==> src/rtl/mna_noc_pkg.sv <==
// Shared constants for the MNA request path: flit type codes, header field offsets, packetizer FSM encoding.
package mna_noc_pkg;

  localparam logic [1:0] FLIT_HDR  = 2'b10;
  localparam logic [1:0] FLIT_BODY = 2'b00;
  localparam logic [1:0] FLIT_TAIL = 2'b01;

  localparam int unsigned HDR_DST_LSB = 28;
  localparam int unsigned HDR_SRC_LSB = 24;
  localparam int unsigned HDR_SEQ_LSB = 1;
  localparam int unsigned HDR_RW_BIT  = 0;
  localparam int unsigned SEQ_W       = 8;

  localparam logic [1:0] ST_IDLE = 2'd0;
  localparam logic [1:0] ST_HDR  = 2'd1;
  localparam logic [1:0] ST_BODY = 2'd2;
  localparam logic [1:0] ST_TAIL = 2'd3;

endpackage

==> src/rtl/mna_vc_encoder.sv <==
// One-hot VC grant to binary VC id, plus a flag that the grant is exactly one-hot.
module mna_vc_encoder
  import mna_noc_pkg::*;
#(
  parameter  int unsigned VC_NUM = 8,
  localparam int unsigned VC_W   = $clog2(VC_NUM)
) (
  input  logic [VC_NUM-1:0] grant,
  output logic [VC_W-1:0]   vc_id,
  output logic              onehot_ok
);

  always_comb begin
    vc_id = '0;
    for (int unsigned i = 0; i < VC_NUM; i++) begin
      if (grant[i]) vc_id = vc_id | VC_W'(i);
    end
    // clearing the lowest set bit leaves zero only for a single-bit grant
    onehot_ok = (grant != '0) && ((grant & (grant - VC_NUM'(1))) == '0);
  end

endmodule

==> src/rtl/mna_flit_packetizer.sv <==
// Captures one AXI-Lite request and emits header/body/tail flits over a valid/ready link.
// Optional MNA_FLIT_PACKETIZER_SEQ_EN adds an 8-bit packet sequence number in header[8:1].
module mna_flit_packetizer
  import mna_noc_pkg::*;
#(
  parameter  logic [3:0]  SRC_ADDR = 4'b0001,
  parameter  int unsigned DATA_W   = 32,
  parameter  int unsigned VC_NUM   = 8,
  localparam int unsigned VC_W     = $clog2(VC_NUM),
  localparam int unsigned FLIT_W   = 2 + VC_W + DATA_W
) (
  input  logic              clk,
  input  logic              rst,
  input  logic              req_valid,
  output logic              req_ready,
  input  logic              req_write,
  input  logic [DATA_W-1:0] req_addr,
  input  logic [DATA_W-1:0] req_wdata,
  input  logic [VC_NUM-1:0] vc_grant,
  output logic              flit_valid,
  input  logic              flit_ready,
  output logic [FLIT_W-1:0] flit_data,
  output logic              pkt_busy
);

  logic [1:0]        state;
  logic              cap_write;
  logic [DATA_W-1:0] cap_addr;
  logic [DATA_W-1:0] cap_wdata;
  logic [VC_W-1:0]   cap_vc;
  logic [VC_W-1:0]   enc_vc;
  logic              enc_ok;
  logic [1:0]        ftype;
  logic [DATA_W-1:0] payload;
`ifdef MNA_FLIT_PACKETIZER_SEQ_EN
  logic [SEQ_W-1:0]  seq_cnt;
  logic [SEQ_W-1:0]  cap_seq;
`endif

  mna_vc_encoder #(.VC_NUM(VC_NUM)) u_vc_enc (
    .grant     (vc_grant),
    .vc_id     (enc_vc),
    .onehot_ok (enc_ok)
  );

  assign req_ready  = (state == ST_IDLE) && !rst && enc_ok;
  assign flit_valid = (state != ST_IDLE);
  assign pkt_busy   = (state != ST_IDLE);

  always_ff @(posedge clk) begin
    if (rst) begin
      state     <= ST_IDLE;
      cap_write <= 1'b0;
      cap_addr  <= '0;
      cap_wdata <= '0;
      cap_vc    <= '0;
`ifdef MNA_FLIT_PACKETIZER_SEQ_EN
      seq_cnt   <= '0;
      cap_seq   <= '0;
`endif
    end else begin
      case (state)
        ST_IDLE: begin
          if (req_valid && req_ready) begin
            state     <= ST_HDR;
            cap_write <= req_write;
            cap_addr  <= req_addr;
            cap_wdata <= req_wdata;
            cap_vc    <= enc_vc;
`ifdef MNA_FLIT_PACKETIZER_SEQ_EN
            cap_seq   <= seq_cnt;
            seq_cnt   <= seq_cnt + SEQ_W'(1);
`endif
          end
        end
        ST_HDR:  if (flit_ready) state <= cap_write ? ST_BODY : ST_TAIL;
        ST_BODY: if (flit_ready) state <= ST_TAIL;
        ST_TAIL: if (flit_ready) state <= ST_IDLE;
        default: state <= ST_IDLE;
      endcase
    end
  end

  // Flit is decoded from state and captured fields, so it holds steady through any stall.
  always_comb begin
    ftype   = FLIT_BODY;
    payload = '0;
    case (state)
      ST_HDR: begin
        ftype                       = FLIT_HDR;
        payload[HDR_DST_LSB +: 4]   = cap_addr[31:28];
        payload[HDR_SRC_LSB +: 4]   = SRC_ADDR;
        payload[HDR_RW_BIT]         = ~cap_write;
`ifdef MNA_FLIT_PACKETIZER_SEQ_EN
        payload[HDR_SEQ_LSB +: SEQ_W] = cap_seq;
`endif
      end
      ST_BODY: payload = cap_addr;
      ST_TAIL: begin
        ftype   = FLIT_TAIL;
        payload = cap_write ? cap_wdata : cap_addr;
      end
      default: ;
    endcase
    flit_data = (state == ST_IDLE) ? '0 : {ftype, cap_vc, payload};
  end

endmodule

==> config.mk <==
export PLATFORM = sky130hd
export DESIGN_NAME = mna_flit_packetizer
export DESIGN_NICKNAME = d
export VERILOG_FILES = /design/src/rtl/mna_noc_pkg.sv /design/src/rtl/mna_vc_encoder.sv /design/src/rtl/mna_flit_packetizer.sv
export SDC_FILE = /design/constraint.sdc
export NUM_CORES = 1
export LEC_CHECK = 0
export ABC_AREA = 1
export BUFFER_PORTS_ARGS = -buffer_cell sky130_fd_sc_hd__buf_2
export CAP_MARGIN = 20
export CORE_MARGIN = 3
export CORE_UTILIZATION = 54
export DETAILED_ROUTE_END_ITERATION = 16
export GPL_ROUTABILITY_DRIVEN = 1
export PLACE_DENSITY_LB_ADDON = 0.1
export SYNTH_ARGS = -nofsm -noshare
export SYNTH_HDL_FRONTEND = slang
export SYNTH_HIERARCHICAL = 1
export SYNTH_SLANG_ARGS = --single-unit
==> constraint.sdc <==
create_clock -name clk -period 2.5 [get_ports clk]
set_input_delay 0.125 -clock clk [delete_from_list [all_inputs] [get_ports clk]]
set_output_delay 0.125 -clock clk [all_outputs]
set_load 0.02 [all_outputs]
Word-level counts from Yosys, hierarchy flattened
Cells that the tools add are included.
W data, S select, Z words.
{"block": "word_totals", "rom_bits": 0, "memories": 0, "latch_bits": 0, "out_inout_bits": 40, "reg_bits": 70, "input_bits": 77, "mem_bits_rw": 0}
{"block": "classes", "n_reduce_logical": 11, "bitwise_logic": 2, "multipliers": 0, "order_cmp": 0, "n_eq_ne": 7, "div": 0, "muxes": 19, "add_sub_neg": 1, "shift": 0}
{"op": "$pmux W23 S2", "count": 1}
{"op": "$mux W37", "count": 1}
{"op": "$mux W32", "count": 1}
{"op": "$pmux W8 S3", "count": 1}
{"op": "$mux W2", "count": 6}
{"op": "$mux W3", "count": 4}
{"op": "$and A8 B8 Y8", "count": 1}
{"op": "$logic_not A8 Y1", "count": 1}
{"op": "$pmux W2 S4", "count": 1}
{"op": "$reduce_bool A8 Y1", "count": 1}
{"op": "$sub A8 B1 Y8 const B", "count": 1}
{"op": "$ne A2 B2 Y1 const B", "count": 3}
{"op": "$eq A2 B2 Y1 const B", "count": 2}
{"op": "$logic_and A1 B1 Y1", "count": 4}
{"op": "$pmux W2 S2", "count": 1}
{"op": "$reduce_and A4 Y1", "count": 1}
{"op": "$pmux W1 S3", "count": 1}
{"op": "$eq A2 B1 Y1 const B", "count": 1}
{"op": "$logic_not A2 Y1", "count": 1}
{"op": "$mux W1", "count": 2}
{"op": "$ne A2 B1 Y1 const B", "count": 1}
{"op": "$reduce_and A2 Y1", "count": 1}
{"op": "$reduce_bool A2 Y1", "count": 1}
{"op": "$logic_not A1 Y1", "count": 1}
{"op": "$not A1 Y1", "count": 1}

Logic depth before layout (Yosys ltp)
Gate-level depths: netlist of the first run.
{"block": "logic_depth", "ltp_word": 8, "ltp_mapped": 13, "mapped_depth_nobuf": 12}

Modules after synthesis
Netlist of the first run, hierarchy kept.
{"module": "mna_flit_packetizer", "area_per_inst_um2": 3160.5, "seq_area_each_um2": 1401.3, "instances": 1, "cells_each": 428}
{"module": "mna_vc_encoder", "area_per_inst_um2": 150.1, "seq_area_each_um2": 0.0, "instances": 1, "cells_each": 34}

Worst setup path before layout of the first run
Ideal clock, no wire load.
{"block": "synth_path", "path_type": "register to output", "from": "reg state[0]", "to": "out flit_data[0]", "t_required_ns": 2.375, "path_slack_ns": 0.741, "stages_incl_launch_ff": 7, "arrival_ns": 1.634, "path_buffers": 1, "cell_sequence": "dfxtp_1 inv_1 ha_1 buf_2 inv_1 nand2_1 a21oi_1"}
{"block": "synth_between", "elab_chain_len": 3, "word_cells_on_any_way": 6, "classes_between": "eq/ne (3); mux (2); reduce/logical (1)"}
{"item": "start, declared", "line_no": "mna_flit_packetizer.sv:26", "rtl": "logic [1:0] state;"}
{"item": "start signal, assigned", "line_no": "mna_flit_packetizer.sv:76", "rtl": "ST_HDR: if (flit_ready) state <= cap_write ? ST_BODY : ST_TAIL;"}
{"item": "$eq A2 B2 Y1 / $eq A2 B1 Y1 (equally long branches)", "line_no": "mna_flit_packetizer.sv:88", "rtl": "case (state)"}
{"item": "$pmux W1 S3", "line_no": "mna_flit_packetizer.sv:88"}
{"item": "$mux W37 (*)", "line_no": "mna_flit_packetizer.sv:105", "rtl": "flit_data = (state == ST_IDLE) ? '0 : {ftype, cap_vc, payload};"}
{"item": "end, declared", "line_no": "mna_flit_packetizer.sv:22", "rtl": "output logic [FLIT_W-1:0] flit_data,"}
Every way passes the cells marked *; elsewhere a longest branch is shown, timed or not.

Worst setup path in the final report of the first run
{"block": "layout_path", "from": "reg state[0]", "to": "out flit_data[12]"}
{"block": "layout_between", "elab_chain_len": 3, "word_cells_on_any_way": 5, "classes_between": "eq/ne (2); mux (2); reduce/logical (1)"}
{"item": "$eq A2 B2 Y1", "line_no": "mna_flit_packetizer.sv:88"}
{"item": "$pmux W23 S2", "line_no": "mna_flit_packetizer.sv:88"}
{"item": "$mux W37 (*)", "line_no": "mna_flit_packetizer.sv:105"}
Marks and branches as above.

==> results of run 1 <==
## flip-flops by register name, indices dropped and copies added, names as in the netlist
signal	cells
state	2
cap_write	1
cap_wdata	32
cap_addr	32
cap_vc	3
## per-layer routing
layer  track usage  routed length (um)  vias to the layer above
li1              -                   -                     1801
met1         0.337                4060                     1669
met2         0.418                4350                      128
met3        0.0432                 576                       14
met4         0.111                 143                        0
met5             0                   0                        -
## placed cells by master (no fill, tap or decap)
| cell type | n |
|---|---|
| a21oi_1 | 13 |
| a22oi_1 | 27 |
| buf_12 | 2 |
| buf_2 | 116 |
| buf_4 | 7 |
| bufinv_16 | 2 |
| clkbuf_8 | 10 |
| clkinv_2 | 2 |
| clkinvlp_4 | 2 |
| dfxtp_1 | 70 |
| dlygate4sd3_1 | 26 |
| ha_1 | 7 |
| inv_1 | 20 |
| inv_2 | 1 |
| nand2_1 | 91 |
| nand2_2 | 2 |
| nand3_1 | 136 |
| nand3b_1 | 1 |
| nand4_4 | 1 |
| nor2_1 | 46 |
| nor2_2 | 2 |
| nor2_4 | 1 |
| nor3_2 | 1 |
| o21ai_0 | 6 |
## worst max-delay path, delay by kind of cell, from the launching register on
kind	cells	cell delay (ns)
AOI/OAI and AO/OA	1	0.29
adders and majority gates	1	0.25
buffers and inverters	3	0.42
DFF	1	0.44
and+or+nand+nor	2	0.45
## layout make-up
| cell class | count | area [um^2] | share of cell area |
|---|---|---|---|
| clock buffer | 10 | 138 | 0.0314 |
| inverter | 21 | 78.8 | 0.0180 |
| timing repair buffer | 151 | 933 | 0.213 |
| clock inverter | 6 | 85.1 | 0.0194 |
| multi-input combinational | 334 | 1660 | 0.378 |
| tap | 72 | 90.1 | 0.0206 |
| sequential | 70 | 1400 | 0.320 |
## cells by family after synthesis
family / after synthesis / share of synthesized area
and+or+nand+nor: 281 / 0.379
DFF: 70 / 0.423
buffers and inverters: 58 / 0.0816
AOI/OAI and AO/OA: 46 / 0.0899
adders and majority gates: 7 / 0.0265
## power groups by stage
stage               clock network [mW]  registers [mW]  logic, mW
global placement                     0            1.19      0.786
global route                      1.08            1.17      0.906
detailed placement                   0            1.19      0.791
CTS                               1.03            1.16      0.824
finish                            1.02            1.16      0.831
floorplan                            0            1.18      0.567
## repair_timing
action,in CTS,in global routing
resized for setup,0,0
endpoints found under the hold margin,26,0
hold buffers,26,0
## worst min-delay path by stage
stage | start | end | slack (ns) | depth (start not counted)
after global routing | req_wdata[20] | cap_wdata[20] | 0.004 | 3
after CTS | req_addr[14] | cap_addr[14] | 0.0005 | 3
after global placement | req_addr[16] | cap_addr[16] | 0.35 | 3
after detailed placement | req_addr[16] | cap_addr[16] | 0.35 | 3
after floorplan | req_wdata[0] | cap_wdata[0] | 0.26 | 2
final | req_addr[14] | cap_addr[14] | 0.01 | 3
==> results.cfg, run 1 <==
[outcome]
status = complete, no violations

[sta]
hold_viol_final = 0
setup_violations = 0
relSlewSlack = 0.536
skew_ns = 0.00514
setup_slack_ns = 0.176
fmax_mhz = 430
hold-worst-slack_ns = 0.0103
worstMarginPinSlew_ns = 0.696
fin_crit_ns = 2.32
rsz0062_at_grt = no
fin_crit_sh = 0.930
finalSetupTns_ns = 0
slew_violations = 0

[logic_synthesis]
syn_nets = 546
avgSynthCellArea_um2 = 7.17
yosys-top-cells-count = 136 x nand3_1, 91 x nand2_1, 70 x dfxtp_1
yosysWarnings = 6
async_flop_share = 0
yosysSeqAreaShare = 0.423
syn_inst = 462
netlist.area_leader.share = 0.423
synth_edf_count = 0
synth-seq-cells = 70
ys.flop_type = dfxtp_1
ys_types = 20
yosys.area.top_type = dfxtp_1
syn_area_mm2 = 0.00331
yosys.cell_count.top_type = nand3_1
netlist_top_cells_area = dfxtp_1 42%, nand3_1 21%, nand2_1 10%

[critical_path]
startpoint = state[0]
crit_chain = inv_1, ha_1, inv_1, nand2_2, a22oi_1, nor2_1, buf_2
arrival_ns = 2.20
worstPathRequired_ns = 2.38
max_stage_delay_ns = 0.44
start_kind = flop
timing.rr.end = cap_write
crit_top_cell = inv_1
critPathMaxFanout = 26
r2r_slack_ns = 0.53
critPathKind = reg2out
cp-end-kind = output pin
reg2reg_depth = 7
crit_path_end = flit_data[12]
rr_startpoint = state[1]
critPathSlowestCell = dfxtp_1

[global_route]
grtUsageTotal = 0.257
grt_first_pass_wirelength_um = 15100
first_global_vias = 3366
grt_max_degree = 71
antenna_found_initial = 0
grt_overflow_total = 0

[layout]
final_util = 0.767
diodes = 0
stdcell_count = 664
nets = 671
fill_cells = 463
area_growth_pct = 32.4
drive_gt1_frac = 0.252
post-route-cell-area_mm2 = 0.00438

[placement]
placed_cell_area_mm2 = 0.00390
place_ws_ns = 0.538
portBuffers = 116
gp_congestion = 0.834
dp.cells = 622
dp_hpwl_um = 5740

[pwr]
ir_drop_uv = 547
p_leak_nw = 2.19
p_comb_frac = 0.276
p_int_mw = 1.97
pwr-share-clk = 0.338
sequentialPowerShare = 0.386
p_switching_mw = 1.04
pwr_density_cell_mw_per_mm2 = 688
switching_share = 0.345
power_mw = 3.02

[clock_network]
cts_buffers = 9
cts_max_path_buffers = 2
cts_sinks = 70
clk_pin_slew_ns = 0.07
tritoncts = yes
h-tree-depth = 3
clock-root-buffer = clkbuf_8
clock_insertion_delay_worst_skew_ns = 0.34
cts_setup_buffers = 0

[drt]
firstDrtPassIters = 5
drc = 0
viasPerCell = 5.44
antenna_left = 0
wirelength_um = 9130
drtIter0Drc = 225
wl_per_cell_um = 13.7
vias = 3612

[floorplanning]
coreArea_mm2 = 0.00571
io_pins = 117
initial_utilization = 0.580
die_h_um = 84.3
dieArea_mm2 = 0.00711
die_x_um = 84.3
num_rows = 27

[run]
maxCapViolCount = 0

[min_path]
hp-class = in2reg
Note: power is estimated with default switching activity, not from simulation.
==> inputs of run 2 (changes only) <==
--- a/config.mk
+++ b/config.mk
@@ -8,8 +8,10 @@
 export ABC_AREA = 1
 export BUFFER_PORTS_ARGS = -buffer_cell sky130_fd_sc_hd__buf_2
 export CAP_MARGIN = 20
+export CELL_PAD_IN_SITES_DETAIL_PLACEMENT = 1
+export CELL_PAD_IN_SITES_GLOBAL_PLACEMENT = 2
 export CORE_MARGIN = 3
-export CORE_UTILIZATION = 54
+export CORE_UTILIZATION = 28
 export DETAILED_ROUTE_END_ITERATION = 16
 export GPL_ROUTABILITY_DRIVEN = 1
 export PLACE_DENSITY_LB_ADDON = 0.1
==> run 2 against run 1 <==
  * Final area fell by 0.49%
  * Clock power rose by 39%
  * Final cell count rose by 7.5%
  * Maximum frequency rose by 4.8%
  * Non-clock buffer count fell by 21
  * Worst setup slack improved by 0.11 ns
  * Register-to-register slack improved by 0.05 ns
  * Combinational power barely moved
  * Sequential power barely moved
  * Clock-buffer cell count rose by 3
==> results.cfg, run 2 (synthesis results as in run 1) <==
[layout]
final_common_cell = nand3_1
regArea_mm2 = 0.00140
multi_input_area_mm2 = 0.00166
post-route-cell-area_mm2 = 0.00436
mostFrequentLayoutCells = 136 x nand3_1, 116 x buf_2, 91 x nand2_1
diodes = 0
largestRegisters = cap_addr: 32 flops, cap_wdata: 32 flops, cap_vc: 3 flops
drive_gt1_frac = 0.263
fill_cells = 1459
nets = 650
area_growth_pct = 31.7

[drt]
antenna_left = 0
firstDrtPassIters = 4
viasPerCell = 4.86
wirelength_um = 10700
drtIter0Drc = 86
vias = 3471
drc = 0
wl_per_cell_um = 15.0

[critical_path]
max_stage_delay_ns = 0.35
arrival_ns = 2.09
reg2reg_depth = 6
cp.buffers_inverters = 4
rr_startpoint = state[1]
critPathSlowestCell = ha_1
timing.rr.end = cap_addr[19]
crit_top_cell = buf_4
crit_family = buffers and inverters
crit_chain = inv_1, ha_1, buf_4, nand2_1, nor2_4, buf_4, buf_2
cp-end-kind = output pin
start_kind = flop
r2r_slack_ns = 0.58
worstPathRequired_ns = 2.38
critPathKind = reg2out
critPathMaxFanout = 17

[clock_network]
clock_insertion_delay_worst_skew_ns = 0.34
clk_pin_slew_ns = 0.06
cts_setup_buffers = 0
clock-root-buffer = clkbuf_16
cts_max_path_buffers = 2
h-tree-depth = 3
tritoncts = yes
cts_buffers = 9
cts_sinks = 70

[sta]
fin_crit_ns = 2.22
skew_ns = 0.00410
worstMarginPinSlew_ns = 0.673
slew_violations = 0
fin_crit_sh = 0.887
relSlewSlack = 0.552
finalSetupTns_ns = 0
rsz0062_at_grt = no
hold_viol_final = 0
setup_violations = 0
fmax_mhz = 451

[global_route]
use_met3 = 0.0626
grt_max_degree = 65
met2_usage = 0.285
grt_overflow_total = 0
grtUsageTotal = 0.172
antenna_found_initial = 0
busiest_layer = met2
grt_util_met1 = 0.214
first_global_vias = 3698
grt_first_pass_wirelength_um = 17800

[pwr]
ir_drop_uv = 478
pwr_density_cell_mw_per_mm2 = 784
p_leak_nw = 2.15

[floorplanning]
dieArea_mm2 = 0.0132
initial_utilization = 0.289
die_x_um = 115
die_h_um = 115
io_pins = 117
coreArea_mm2 = 0.0115
num_rows = 39

[placement]
portBuffers = 116
placed_cell_area_mm2 = 0.00399
dp_hpwl_um = 7630
gp_congestion = 0.751

[min_path]
hold_end = cap_addr[3]
hp-class = in2reg
whs_path_depth = 3
min_from = req_addr[3]

[run]
maxCapViolCount = 0

[outcome]
status = complete, no violations
[run 2: area by class of cell]
cell class | instances | share of cell area
Sequential cell | 70 | 0.321
Inverter | 21 | 0.0181
Timing Repair Buffer | 130 | 0.162
Tap cell | 143 | 0.0410
Clock inverter | 3 | 0.0149
Multi-Input combinational cell | 334 | 0.381
Clock buffer | 13 | 0.0620
[run 2: worst reg2reg max path, cell delays in order (launching register included)]
cell     delay [ns]
dfxtp_1        0.34
inv_1          0.17
ha_1           0.35
nand4_4        0.40
buf_4          0.39
nand3_1        0.12
nand2_1        0.05
[run 2: how the worst max path moves through the flow]
stage,startpoint,end,slack (ns),cells past startpoint
4_1_cts,state[0],flit_data[9],0.1,7
6_report,state[1],req_ready,0.28,7
2_1_floorplan,state[0],flit_data[0],0.74,6
3_5_place_dp,state[0],flit_data[9],0.47,7
5_1_grt,state[1],req_ready,0.1,7
3_3_place_gp,state[0],flit_data[9],0.48,7
[run 2: through the flow]
stage | worst slack (ns) | power, mW | std cells | utilization | hold WS [ns]
after floorplan | 0.741 | 1.75 | 462 | - | 0.263
after global placement | 0.477 | 2.03 | 695 | 0.348 | 0.351
after detailed placement | 0.467 | 2.04 | 695 | 0.348 | 0.358
after CTS | 0.0967 | 3.48 | 714 | 0.380 | 0.000488
after global routing | 0.0979 | 3.65 | 714 | 0.380 | 0.00421
final | 0.283 | 3.42 | 714 | 0.380 | 0.0132
[run 2: report_power, final]
part	internal [mW]	switching [mW]	total, mW
logic	0.232	0.600	0.833
registers	1.14	0.0267	1.17
clock network	0.953	0.466	1.42
total	2.32	1.09	3.42
[run 2: timing repair]
action,CTS,global route
resized for setup,0,1
endpoints found under the hold margin,3,0
hold buffers,3,0
setup endpoints to repair,0,17
[run 2: metal layers]
layer / wire length, um / share of wire
met3: 567 / 0.053
met2: 5060 / 0.47
met5: 0 / 0
met4: 99 / 0.0093
met1: 4970 / 0.46
